### config.mk
export PLATFORM = sky130hd
export DESIGN_NAME = mem_port_arbiter
export DESIGN_NICKNAME = d
export VERILOG_FILES = /design/src/rtl/mem_port_arbiter.sv
export SDC_FILE = /design/constraint.sdc
export NUM_CORES = 1
export LEC_CHECK = 0
export ABC_CLOCK_PERIOD_IN_PS = 3240
export CORE_ASPECT_RATIO = 1.4
export CORE_MARGIN = 3
export CORE_UTILIZATION = 46
export DETAILED_ROUTE_END_ITERATION = 12
export HOLD_SLACK_MARGIN = 0.06
export PLACE_DENSITY = 0.87
export SLEW_MARGIN = 20
export SYNTH_ARGS = -nofsm -noshare
export SYNTH_HDL_FRONTEND = slang
export SYNTH_SLANG_ARGS = --single-unit
### constraint.sdc
create_clock -name clk -period 3.24 [get_ports clk]
set_clock_uncertainty 0.2 [all_clocks]
set_input_delay 0.81 -clock clk [delete_from_list [all_inputs] [get_ports clk]]
set_output_delay 0.81 -clock clk [all_outputs]
set_load 0.01 [all_outputs]
### src/rtl/mem_port_arbiter.sv
// Arbiter sharing one variable-latency memory between the fetch and data ports.
// Data port has priority; a burst counter bounds how long a pending fetch can wait.
module mem_port_arbiter #(
    parameter int WORD     = 32,
    parameter int DM_BURST = 4
) (
    input  logic            clk,
    input  logic            rst_n,
    input  logic            if_req,
    input  logic [WORD-1:0] if_addr,
    output logic [WORD-1:0] if_rdata,
    output logic            if_ready,
    input  logic            dm_read,
    input  logic            dm_write,
    input  logic [WORD-1:0] dm_addr,
    input  logic [WORD-1:0] dm_wdata,
    output logic [WORD-1:0] dm_rdata,
    output logic            dm_ready,
    output logic            mem_req,
    output logic            mem_we,
    output logic [WORD-1:0] mem_addr,
    output logic [WORD-1:0] mem_wdata,
    input  logic [WORD-1:0] mem_rdata,
    input  logic            mem_ack,
    output logic            stall_if,
    output logic            stall_mem
);

    typedef enum logic [1:0] {IDLE, GNT_IF, GNT_DM} state_t;

    localparam int CW = $clog2(DM_BURST + 1);

    state_t        state;
    logic [CW-1:0] burst_cnt;
    logic          dm_any;
    logic          dm_win;
    logic          room;

    assign dm_any    = dm_read | dm_write;
    assign room      = burst_cnt < CW'(DM_BURST);
    assign dm_win    = dm_any & (~if_req | room);
    assign stall_if  = if_req & ~if_ready;
    assign stall_mem = dm_any & ~dm_ready;

    // A port whose ready is pulsing is masked; if it would otherwise win,
    // nobody is granted this cycle so priority is not handed to the loser.
    always_ff @(posedge clk or negedge rst_n) begin
        if (!rst_n) begin
            state     <= IDLE;
            mem_req   <= 1'b0;
            mem_we    <= 1'b0;
            mem_addr  <= '0;
            mem_wdata <= '0;
            if_rdata  <= '0;
            dm_rdata  <= '0;
            if_ready  <= 1'b0;
            dm_ready  <= 1'b0;
            burst_cnt <= '0;
        end else begin
            if_ready <= 1'b0;
            dm_ready <= 1'b0;
            unique case (state)
                IDLE: begin
                    if (dm_win) begin
                        if (!dm_ready) begin
                            state     <= GNT_DM;
                            mem_req   <= 1'b1;
                            mem_we    <= dm_write;
                            mem_addr  <= dm_addr;
                            mem_wdata <= dm_wdata;
                            if (if_req && room)
                                burst_cnt <= burst_cnt + 1'b1;
                        end
                    end else if (if_req) begin
                        if (!if_ready) begin
                            state     <= GNT_IF;
                            mem_req   <= 1'b1;
                            mem_we    <= 1'b0;
                            mem_addr  <= if_addr;
                            mem_wdata <= '0;
                            burst_cnt <= '0;
                        end
                    end
                    if (!if_req)
                        burst_cnt <= '0;
                end
                GNT_IF: begin
                    if (mem_ack) begin
                        if_rdata <= mem_rdata;
                        if_ready <= 1'b1;
                        mem_req  <= 1'b0;
                        mem_we   <= 1'b0;
                        state    <= IDLE;
                    end
                end
                GNT_DM: begin
                    if (mem_ack) begin
                        if (!mem_we)
                            dm_rdata <= mem_rdata;
                        dm_ready <= 1'b1;
                        mem_req  <= 1'b0;
                        mem_we   <= 1'b0;
                        state    <= IDLE;
                    end
                end
                default: state <= IDLE;
            endcase
        end
    end

endmodule

## Yosys cells after proc, flatten, opt, wreduce, memory -nomap -nowiden

Cells that the tools add are included.

- Flip-flop bits (word level): 137
- Bits of input ports: 134
- Output and inout port bits: 134
- Logic and storage cells: 76

- Add/subtract/negate cells: 1
- $lt $le $gt $ge: 1
- Eq/ne operators: 11
- Mux-type cells: 33
- Bitwise logic cells: 9
- Reduce and logical (&&, ||, !) cells: 11

Operators with widths:

| cell | count |
|---|---|
| $mux W32 | 8 |
| $mux W3 | 5 |
| $mux W1 | 12 |
| $ne A3 B3 Y1 const B | 4 |
| $reduce_and A4 Y1 | 3 |
| $mux W2 | 5 |
| $ne A3 B2 Y1 const B | 2 |
| $reduce_and A5 Y1 | 1 |
| $ne A2 B1 Y1 const B | 2 |
| $not A1 Y1 | 4 |
| $pmux W1 S2 | 2 |
| $pmux W2 S2 | 1 |
| $reduce_bool A2 Y1 | 2 |
| $add A3 B1 Y3 const B | 1 |
| $and A1 B1 Y1 | 3 |
| $lt A3 B3 Y1 const B | 1 |
| $reduce_and A3 Y1 | 1 |
| $eq A2 B1 Y1 const B | 1 |
| $eq A2 B2 Y1 const B | 1 |
| $logic_not A2 Y1 | 1 |
| $ne A2 B2 Y1 const B | 1 |
| $or A1 B1 Y1 | 2 |
| $reduce_and A2 Y1 | 1 |
| $reduce_or A2 Y1 | 1 |
| $logic_and A1 B1 Y1 | 1 |

## Longest topological paths before layout

Gate-level depths: netlist of run 1.

- Word-level depth: 6
- Mapped depth: 7
- Mapped depth without buffers: 6

## Worst setup path before layout of run 1

No wires, ideal clock.

- Path kind: input-to-reg
- Start: in if_req
- End: reg mem_addr[0]
- Library setup time: 0.125 ns
- Arrival: 2.005 ns
- Required time: 2.915 ns
- Setup slack: 0.910 ns
- Stages: 7
- Path buffers: 3
- Cell sequence: buf_4 nor2b_1 o21a_1 o21ai_1 buf_6 buf_8 mux2_4

- Longest elaborated chain between the ends: 5
- Elaborated cells on any way between the ends: 8
- Classes of those cells: eq/ne (2); mux (1); bitwise (3); reduce/logical (2)

Ends and longest elaborated chain:

| element | RTL line | source |
|---|---|---|
| from (decl) | 9 | `input logic if_req,` |
| $not A1 Y1 | 41 | `assign dm_win = dm_any & (~if_req \| room);` |
| $or A1 B1 Y1 | 41 |  |
| $and A1 B1 Y1 | 41 |  |
| $ne A2 B2 Y1 (no source line) (tied with other cells) | - |  |
| $reduce_and A4 Y1 (no source line) | - |  |
| to (signal assigned) | 69 | `mem_addr <= dm_addr;` |
| to (signal assigned) | 79 | `mem_addr <= if_addr;` |
| to (decl) | 21 | `output logic [WORD-1:0] mem_addr,` |

Parallel ways exist; a longest one is shown, timed or not.
A chain may end at the register's enable or synchronous reset.

## Worst setup path in the final report of run 1

- Start: in dm_write
- End: out stall_mem

- Longest elaborated chain between the ends: 2

Ends and longest elaborated chain:

| element | RTL line | source |
|---|---|---|
| from (decl) | 14 | `input logic dm_write,` |
| $or A1 B1 Y1 | 39 | `assign dm_any = dm_read \| dm_write;` |
| $and A1 B1 Y1 | 43 | `assign stall_mem = dm_any & ~dm_ready;` |
| to (decl) | 26 | `output logic stall_mem` |

Every way passes these cells.

==> results.md, run 1 <==
* Outcome: complete, no violations
* CTS tree: built
* Clk slew on worst S/H paths at 0.06 ns
* R2r setup slk at 1.16 ns
* Cts repair resizes at 0
* Int Pwr at 0.00633 W
* Unique cell type count in the Yosys netlist at 40
* Pwr dens at 973 mW/mm^2
* CP most frequent cell: clkdlybuf4s50_1
* Worst-case reg-to-reg path depth at 5
* WP data arrival at 2.10 ns
* Unrepaired setup endpoints after global routing: false
* Area of the die at 0.0147 sq mm
* Port bufs at 267
* DRC at 0
* DP HPWL at 12,600 um
* Setup bufs post-CTS at 0
* Clk Tree Root Cell: clkbuf_16
* Post-DR wirelength/cell at 17.6 um
* Final hold violation count at 0
* Layout area overhead at 57.1%
* Sequential fraction of the synthesis area at 0.560
* Gr ovfl total at 0
* Asr flop ratio synth at 1.00
* WHS at 0.136 ns
* Largest stage delay, worst path at 0.61 ns
* CTS sink count at 137
* #FFs+latches synth at 137
* Clock latency on the worst-skew pair at 0.40 ns
* Worst reg2reg path startpoint: burst_cnt[2]
* Least-Margin Pin Slew at 0.532 ns
* Slew HR at 0.639
* Final Critical Period at 3.11 ns
* Final setup viols at 0
* Compound-cell area share of the yosys netlist at 0.0235
* P_sw at 0.00303 W
* Slew Limit Fails at 0
* DRT Pass-1 Iters at 5
* Min-Delay Path Class: in -> async
* Layout cells sized above 1 at 0.187
* Antenna Cells at 0
* Post-CTS Hold Fix Bufs at 0
* Final core utilization at 0.743
* Fraction of post-synthesis cell area in the top cell type by area at 0.560
* First-pass GRT wire length at 27,700 um
* Critical-path top delay cell: clkdlybuf4s50_1
* Max Freq at 322 MHz
* Syn Area/Cell at 12.1 sq um
* Gpl congestion at 0.825
* Most frequent cells in the layout: clkdlybuf4s50_1, nand2_1, dfrtp_1
* Via count at 4,781
* Pleak at 4.53 nW
* I/O pins at 268
* Max Cap Viol at 0
* CP endpoint kind: output port
* Logic pwr share at 0.468
* Worst IR drop on VDD at 0.627 mV
* Vias in the first global route at 5,272
* Via/cell ratio at 4.91
* Multiplexer area fraction after synthesis at 0.255
* Reg2reg end: mem_addr[13]
* Area leader, netlist: dfrtp_1
* Clock power share at 0.204
* Synth Area in Adders at 0.0102
* Synth Area in XOR/XNOR at 0
* Area contributors post-synth: dfrtp_1, mux2_2, nand2_1
* Initial antenna violation count at 0
* Period utilization at 0.959
* Largest net degree at the start of global routing at 53
* Cells after Synth at 507
* Post-route setup TNS at 0 ns
* Routed WL at 17,200 um
* CP max FO at 2
* Fin nets at 922
* Mapped Nets at 646
* CTS buffer count at 17
* Die W at 104 um
* ANT nets after route at 0
* Critical path launch point type: primary input
* Worst EP required at 2.23 ns
* Largest family of logic cells by synthesized area: multiplexers
* Floorplan row count at 49
* CP cell instances: clkdlybuf4s50_1, nor2_2, nor2_1, clkdlybuf4s50_1
* Switching part of the total at 0.324
* Clock Tree Buf Depth at 2
* Die span in y at 143 um
* # fillers at 844
* Mapped cell area at 0.00612 sq mm
* Seq pwr share at 0.327
* CP Launch Point: dm_write
* Iteration-0 DRC Markers at 204
* GRT Total Usage at 0.235
* Crit Path Category: in -> out
* Most common cell after layout, fill and taps aside: clkdlybuf4s50_1
* Simple-gate share of the synthesized area at 0.101
* EDFF count, synth at 0
* YS warnings at 0
* Core box area at 0.0129 sq mm
* Initial Utilization at 0.473
* H-tree levels at 4
* Synth Flop Type: dfrtp_1
-- stage by stage --
step	cells	total power (W)	cell area (sq um)	worst slack [ns]
global placement	942	0.00727	9030	0.143
finish	974	0.00935	9620	0.132
floorplan	507	0.00517	6120	0.910
CTS	974	0.00944	9620	0.122
detailed placement	942	0.00746	9030	0.140
global route	974	0.00987	9620	0.0421
-- synth_stat cells (3+ instances only) --
cell	number
buf_1	3
buf_2	6
buf_6	4
buf_8	3
clkbuf_1	8
dfrtp_1	137
ha_1	5
inv_1	38
mux2_2	67
mux2_4	28
mux2i_1	36
nand2_1	137
nand2b_1	3
nor3_1	3
-- layer usage --
layer	vias up	global-route usage	share of wire
met3	23	0.106	0.11
met1	2310	0.255	0.36
li1	2218	-	-
met4	0	0.0861	0.016
met2	230	0.409	0.51
met5	-	0	0
-- cell type report --
type | count | area (sq um) | share of cell area
clock buffers | 19 | 453 | 0.0471
inverters | 38 | 143 | 0.0148
repair buffers | 282 | 2820 | 0.294
well taps | 178 | 223 | 0.0232
clock inverters | 13 | 134 | 0.0139
multi-input cells | 307 | 2410 | 0.251
flip-flops and latches | 137 | 3430 | 0.357
-- cell families after synthesis --
logic type               Yosys count
buffers and inverters             63
AND/OR/NAND/NOR                  153
adder cells (fa/ha/maj)            5
flip-flops                       137
AO/OA/AOI/OAI                     16
multiplexers                     133
-- worst max-delay path by stage --
stage,endpoint,cells past startpoint
detailed placement,stall_mem,4
finish,stall_mem,4
global placement,stall_mem,4
CTS,stall_mem,4
floorplan,mem_addr[0],7
global route,stall_mem,4
-- critical path: cells and delay by family --
kind	cells	cell delay, ns
simple gates	2	0.18
buf+inv	2	1.11
-- state kept, by name, indices dropped and copies added, names as in the netlist --
| register | flops |
|---|---|
| dm_rdata | 32 |
| if_rdata | 32 |
| mem_addr | 32 |
| mem_wdata | 32 |
| burst_cnt | 3 |
| state | 2 |
| dm_ready | 1 |
| if_ready | 1 |
| mem_req | 1 |
| mem_we | 1 |
-- power by group through the flow --
stage	combinational (W)	clock (W)	sequential, W
after CTS	0.00443	0.00195	0.00306
final	0.00438	0.00191	0.00306
after floorplan	0.00178	0	0.00339
after detailed placement	0.00439	0	0.00307
after global placement	0.00425	0	0.00302
after global routing	0.00467	0.00203	0.00316
(Power assumes the default switching activity.)
==> inputs of run 2 (changes only) <==
--- a/config.mk
+++ b/config.mk
@@ -6,12 +6,12 @@
 export NUM_CORES = 1
 export LEC_CHECK = 0
 export ABC_CLOCK_PERIOD_IN_PS = 3240
-export CORE_ASPECT_RATIO = 1.4
 export CORE_MARGIN = 3
-export CORE_UTILIZATION = 46
+export CORE_UTILIZATION = 65
 export DETAILED_ROUTE_END_ITERATION = 12
+export DONT_BUFFER_PORTS = 1
 export HOLD_SLACK_MARGIN = 0.06
-export PLACE_DENSITY = 0.87
+export PLACE_DENSITY = 0.81
 export SLEW_MARGIN = 20
 export SYNTH_ARGS = -nofsm -noshare
 export SYNTH_HDL_FRONTEND = slang
==> run 2 against run 1 <==
  * The flow now finishes with violations (hold timing)
  * Critical path depth down 3
  * Via count down 22%
  * Non-clock buffer count down 274
  * Worst setup slack better by 0.76 ns
  * Die area down 28%
  * Register-to-register slack worse by 0.08 ns
  * Combinational power down 55%
  * Critical path type is now reg -> out
  * Critical endpoint is now stall_if
  * Largest cell class unchanged
  * Highest routed layer unchanged
==> results.md, run 2 (same netlist as run 1, synthesis figures left out) <==
* Outcome: finished, violations left
* Failing checks: hold timing
* Clock Tree Buf Depth at 2
* Layout cells sized above 1 at 0.266
* I/O pins at 268
* Critical-path top delay cell: dfrtp_1
* Crit Path Category: reg -> out
* Port bufs at 0
* CP delay by family, top: flip-flops
* CP bufs+invs at 0
* Layout area overhead at 10.5%
* Area of the multi-input gates at 0.00241 sq mm
* # fillers at 576
* Iteration-0 DRC Markers at 133
* Pleak at 3.44 nW
* Gpl congestion at 0.839
* Least-Margin Pin Slew at 0.619 ns
* Routed WL at 13,800 um
* ANT nets after route at 0
* Clk slew on worst S/H paths at 0.06 ns
* DP HPWL at 9690 um
* CTS buffer count at 17
* Max Freq at 426 MHz
* Slew HR at 0.581
* Worst reg2reg path startpoint: burst_cnt[2]
* Setup bufs post-CTS at 0
* Via count at 3,716
* CTS sink count at 137
* Period utilization at 0.724
* Clock latency on the worst-skew pair at 0.50 ns
* Via/cell ratio at 5.90
* Die W at 103 um
* Antenna Cells at 0
* Largest stage delay, worst path at 0.47 ns
* Initial Utilization at 0.685
* CTS tree: built
* CP endpoint kind: output port
* CP Launch Point: if_ready
* Floorplan row count at 34
* WHS at -0.208 ns
* Pwr dens at 1110 mW/mm^2
* Die span in y at 103 um
* Final core utilization at 0.757
* Worst EP required at 2.23 ns
* WP data arrival at 1.34 ns
* H-tree levels at 4
* Worst IR drop on VDD at 0.526 mV
* Fin nets at 648
* Cts repair resizes at 0
* GRT Total Usage at 0.252
* First-pass GRT wire length at 20,100 um
* Vias in the first global route at 3,981
* DRC at 0
* FF+latch area at 0.00343 sq mm
* DRT Pass-1 Iters at 5
* Max Cap Viol at 0
* CP max FO at 4
* Largest net degree at the start of global routing at 138
* Gr ovfl total at 0
* Final Critical Period at 2.35 ns
* Most frequent cells in the layout: nand2_1, dfrtp_1, mux2_2
* Clk Tree Root Cell: clkbuf_8
* Core box area at 0.00893 sq mm
* Area of the die at 0.0106 sq mm
* Post-route setup TNS at 0 ns
* Critical path launch point type: register
* Min-Delay Path Class: in -> async
* CP cell instances: nor2b_1
* Initial antenna violation count at 0
* Final hold violation count at 137
* Slew Limit Fails at 0
* Post-layout power at 0.00750 W
* Post-DR wirelength/cell at 21.9 um
* Final setup viols at 0
* Unrepaired setup endpoints after global routing: false
## run 2: path summary, 6_finish.rpt
check                                 to  slack, ns  depth (start not counted)
max                             stall_if       0.89                          1
min                          dm_rdata[3]      -0.21                          0
max reg2reg                 mem_addr[12]       1.08                          5
min reg2reg                 burst_cnt[1]       0.29                          1
max in group asynchronous         mem_we       2.81                          0
min in group clk           mem_wdata[22]       0.23                          2
## run 2: power by group
part,switching (W),internal (W),leakage (nW)
logic,0.000843,0.00114,1.51
clock network,0.000743,0.00113,0.269
registers,0.00108,0.00256,1.66
total,0.00267,0.00483,3.44
## run 2: final cells by class
class,instances,area share
clock buffer,20,0.0644
multi-input combinational,307,0.356
clock inverter,12,0.0205
timing repair buffer,8,0.0107
tap,108,0.0200
inverter,38,0.0211
sequential,137,0.507
## run 2: metal layers
metal	GRT usage	vias to the layer above	routed length, um
met5	0	-	0
met4	0.0867	0	220
met3	0.110	15	1570
met2	0.442	202	7230
met1	0.273	1832	4750
li1	-	1667	-
## run 2: through the flow
stage               instances  setup slack, ns  instance area [sq um]
global placement          598            0.847                   6190
detailed placement        598            0.806                   6190
finish                    630            0.893                   6760
CTS                       630            0.855                   6760
global route              630            0.826                   6760
floorplan                 507            0.910                   6120
==> inputs of run 3 (changes only) <==
--- a/config.mk
+++ b/config.mk
@@ -5,13 +5,13 @@
 export SDC_FILE = /design/constraint.sdc
 export NUM_CORES = 1
 export LEC_CHECK = 0
-export ABC_CLOCK_PERIOD_IN_PS = 3240
+export ABC_CLOCK_PERIOD_IN_PS = 2400
 export CORE_MARGIN = 3
-export CORE_UTILIZATION = 65
+export CORE_UTILIZATION = 63
 export DETAILED_ROUTE_END_ITERATION = 12
 export DONT_BUFFER_PORTS = 1
 export HOLD_SLACK_MARGIN = 0.06
-export PLACE_DENSITY = 0.81
+export PLACE_DENSITY = 0.79
 export SLEW_MARGIN = 20
 export SYNTH_ARGS = -nofsm -noshare
 export SYNTH_HDL_FRONTEND = slang
==> constraint.sdc (replaced) <==
create_clock -name clk -period 2.4 [get_ports clk]
set_clock_uncertainty 0.2 [all_clocks]
set_input_delay 0.6 -clock clk [delete_from_list [all_inputs] [get_ports clk]]
set_output_delay 0.6 -clock clk [all_outputs]
set_load 0.01 [all_outputs]
==> run 3 against run 2 <==
  * The run still ends with hold timing left
  * Utilization grew 4.7 points
  * Final area is 11% higher
  * Clock-buffer cell count fell by 1
  * Largest power group unchanged
  * Largest cell class unchanged
  * Non-clock buffer count grew 67
  * Die area rose by 3.0%
  * Sequential share of layout area shrank 5.0 points
  * Register-to-register slack got worse by 0.74 ns
  * Combinational power increased by 43%
==> results.md, run 3 (same netlist as run 1, synthesis figures left out) <==
* R2r setup slk at 0.34 ns
* Most frequent cells in the layout: nand2_1, dfrtp_1, mux2_2
* Initial antenna violation count at 0
* ANT nets after route at 0
* Pwr dens at 1370 mW/mm^2
* Die span in y at 105 um
* # fillers at 502
* Setup bufs post-CTS at 0
* Via/cell ratio at 5.63
* Post-CTS Hold Fix Bufs at 66
* Gpl congestion at 0.830
* Failing checks: hold timing
* Worst EP required at 1.60 ns
* DRC at 0
* CTS sink count at 137
* Post-route setup TNS at 0 ns
* Core box area at 0.00933 sq mm
* Area of the die at 0.0109 sq mm
* GRT Total Usage at 0.276
* Pleak at 3.75 nW
* WP data arrival at 1.35 ns
* H-tree levels at 4
* Max Cap Viol at 0
* Largest net degree at the start of global routing at 138
* Layout area overhead at 22.5%
* Via count at 4,044
* WHS at -0.419 ns
* CP max FO at 5
* Max Freq at 465 MHz
* Clk Tree Root Cell: clkbuf_8
* Floorplan row count at 35
* Unrepaired setup endpoints after global routing: false
* First-pass GRT wire length at 23,700 um
* Cell Area, Placed at 0.00627 sq mm
* CP endpoint kind: output port
* Slew Limit Fails at 0
* Clk slew on worst S/H paths at 0.06 ns
* Min-Delay Path Class: in -> async
* CTS tree: built
* Post-DR wirelength/cell at 20.6 um
* Largest stage delay, worst path at 0.51 ns
* Final hold violation count at 137
* Die W at 105 um
* Cts repair resizes at 0
* Iteration-0 DRC Markers at 248
* CP bufs+invs at 0
* Outcome: finished, violations left
* Port bufs at 0
* Design area at 0.00750 sq mm
* CP delay by family, top: flip-flops
* I/O pins at 268
* Initial Utilization at 0.656
* Antenna Cells at 0
* Critical path launch point type: register
* Fin nets at 715
* DP HPWL at 9500 um
* Post-layout power at 0.0103 W
* Least-Margin Pin Slew at 0.557 ns
* Clock latency on the worst-skew pair at 0.50 ns
* Gr ovfl total at 0
* CP cell instances: nor2_1
* Vias in the first global route at 4,419
* Final setup viols at 0
* Crit Path Category: reg -> out
* Slew HR at 0.623
* Clock Tree Buf Depth at 2
* DRT Pass-1 Iters at 4
* Layout cells sized above 1 at 0.239
* Worst IR drop on VDD at 0.756 mV
* CTS buffer count at 17
* Final Critical Period at 2.15 ns
* Period utilization at 0.896
* Critical-path top delay cell: dfrtp_1
* Routed WL at 14,800 um
run 3: per-stage QoR:
step / utilization / setup WS, ns / instances
6_report: 0.804 / 0.250 / 718
5_1_grt: 0.804 / 0.178 / 718
4_1_cts: 0.804 / 0.217 / 718
3_5_place_dp: 0.673 / 0.239 / 620
3_3_place_gp: 0.673 / 0.342 / 620
2_1_floorplan: - / 0.280 / 507
run 3: worst paths after layout:
check / startpoint / endpoint / cells past startpoint
max: dm_ready / stall_mem / 1
min: rst_n / if_rdata[10] / 0
max reg2reg: burst_cnt[2] / mem_wdata[11] / 6
min reg2reg: burst_cnt[0] / burst_cnt[0] / 1
max in group asynchronous: rst_n / burst_cnt[0] / 0
min in group clk: mem_ack / if_ready / 2
run 3: final cells by class:
type	count	area [sq um]	share of cell area
tap	129	161	0.0215
clock buffer	19	432	0.0575
sequential	137	3430	0.457
timing repair buffer	75	791	0.105
multi-input combinational	307	2410	0.321
inverter	38	143	0.0190
clock inverter	13	135	0.0180
run 3: layer usage:
metal	up-vias	share of wire	track usage
li1	1808	-	-
met4	0	0.020	0.0984
met5	-	0	0
met2	193	0.53	0.484
met3	25	0.090	0.104
met1	2018	0.36	0.306
run 3: where the power goes:
| part | internal, W | total (W) | leakage, nW | switching, W |
|---|---|---|---|---|
| sequential | 0.00346 | 0.00495 | 1.66 | 0.00149 |
| combinational | 0.00167 | 0.00283 | 1.82 | 0.00116 |
| clock | 0.00143 | 0.00247 | 0.266 | 0.00104 |
| total | 0.00657 | 0.0103 | 3.75 | 0.00369 |
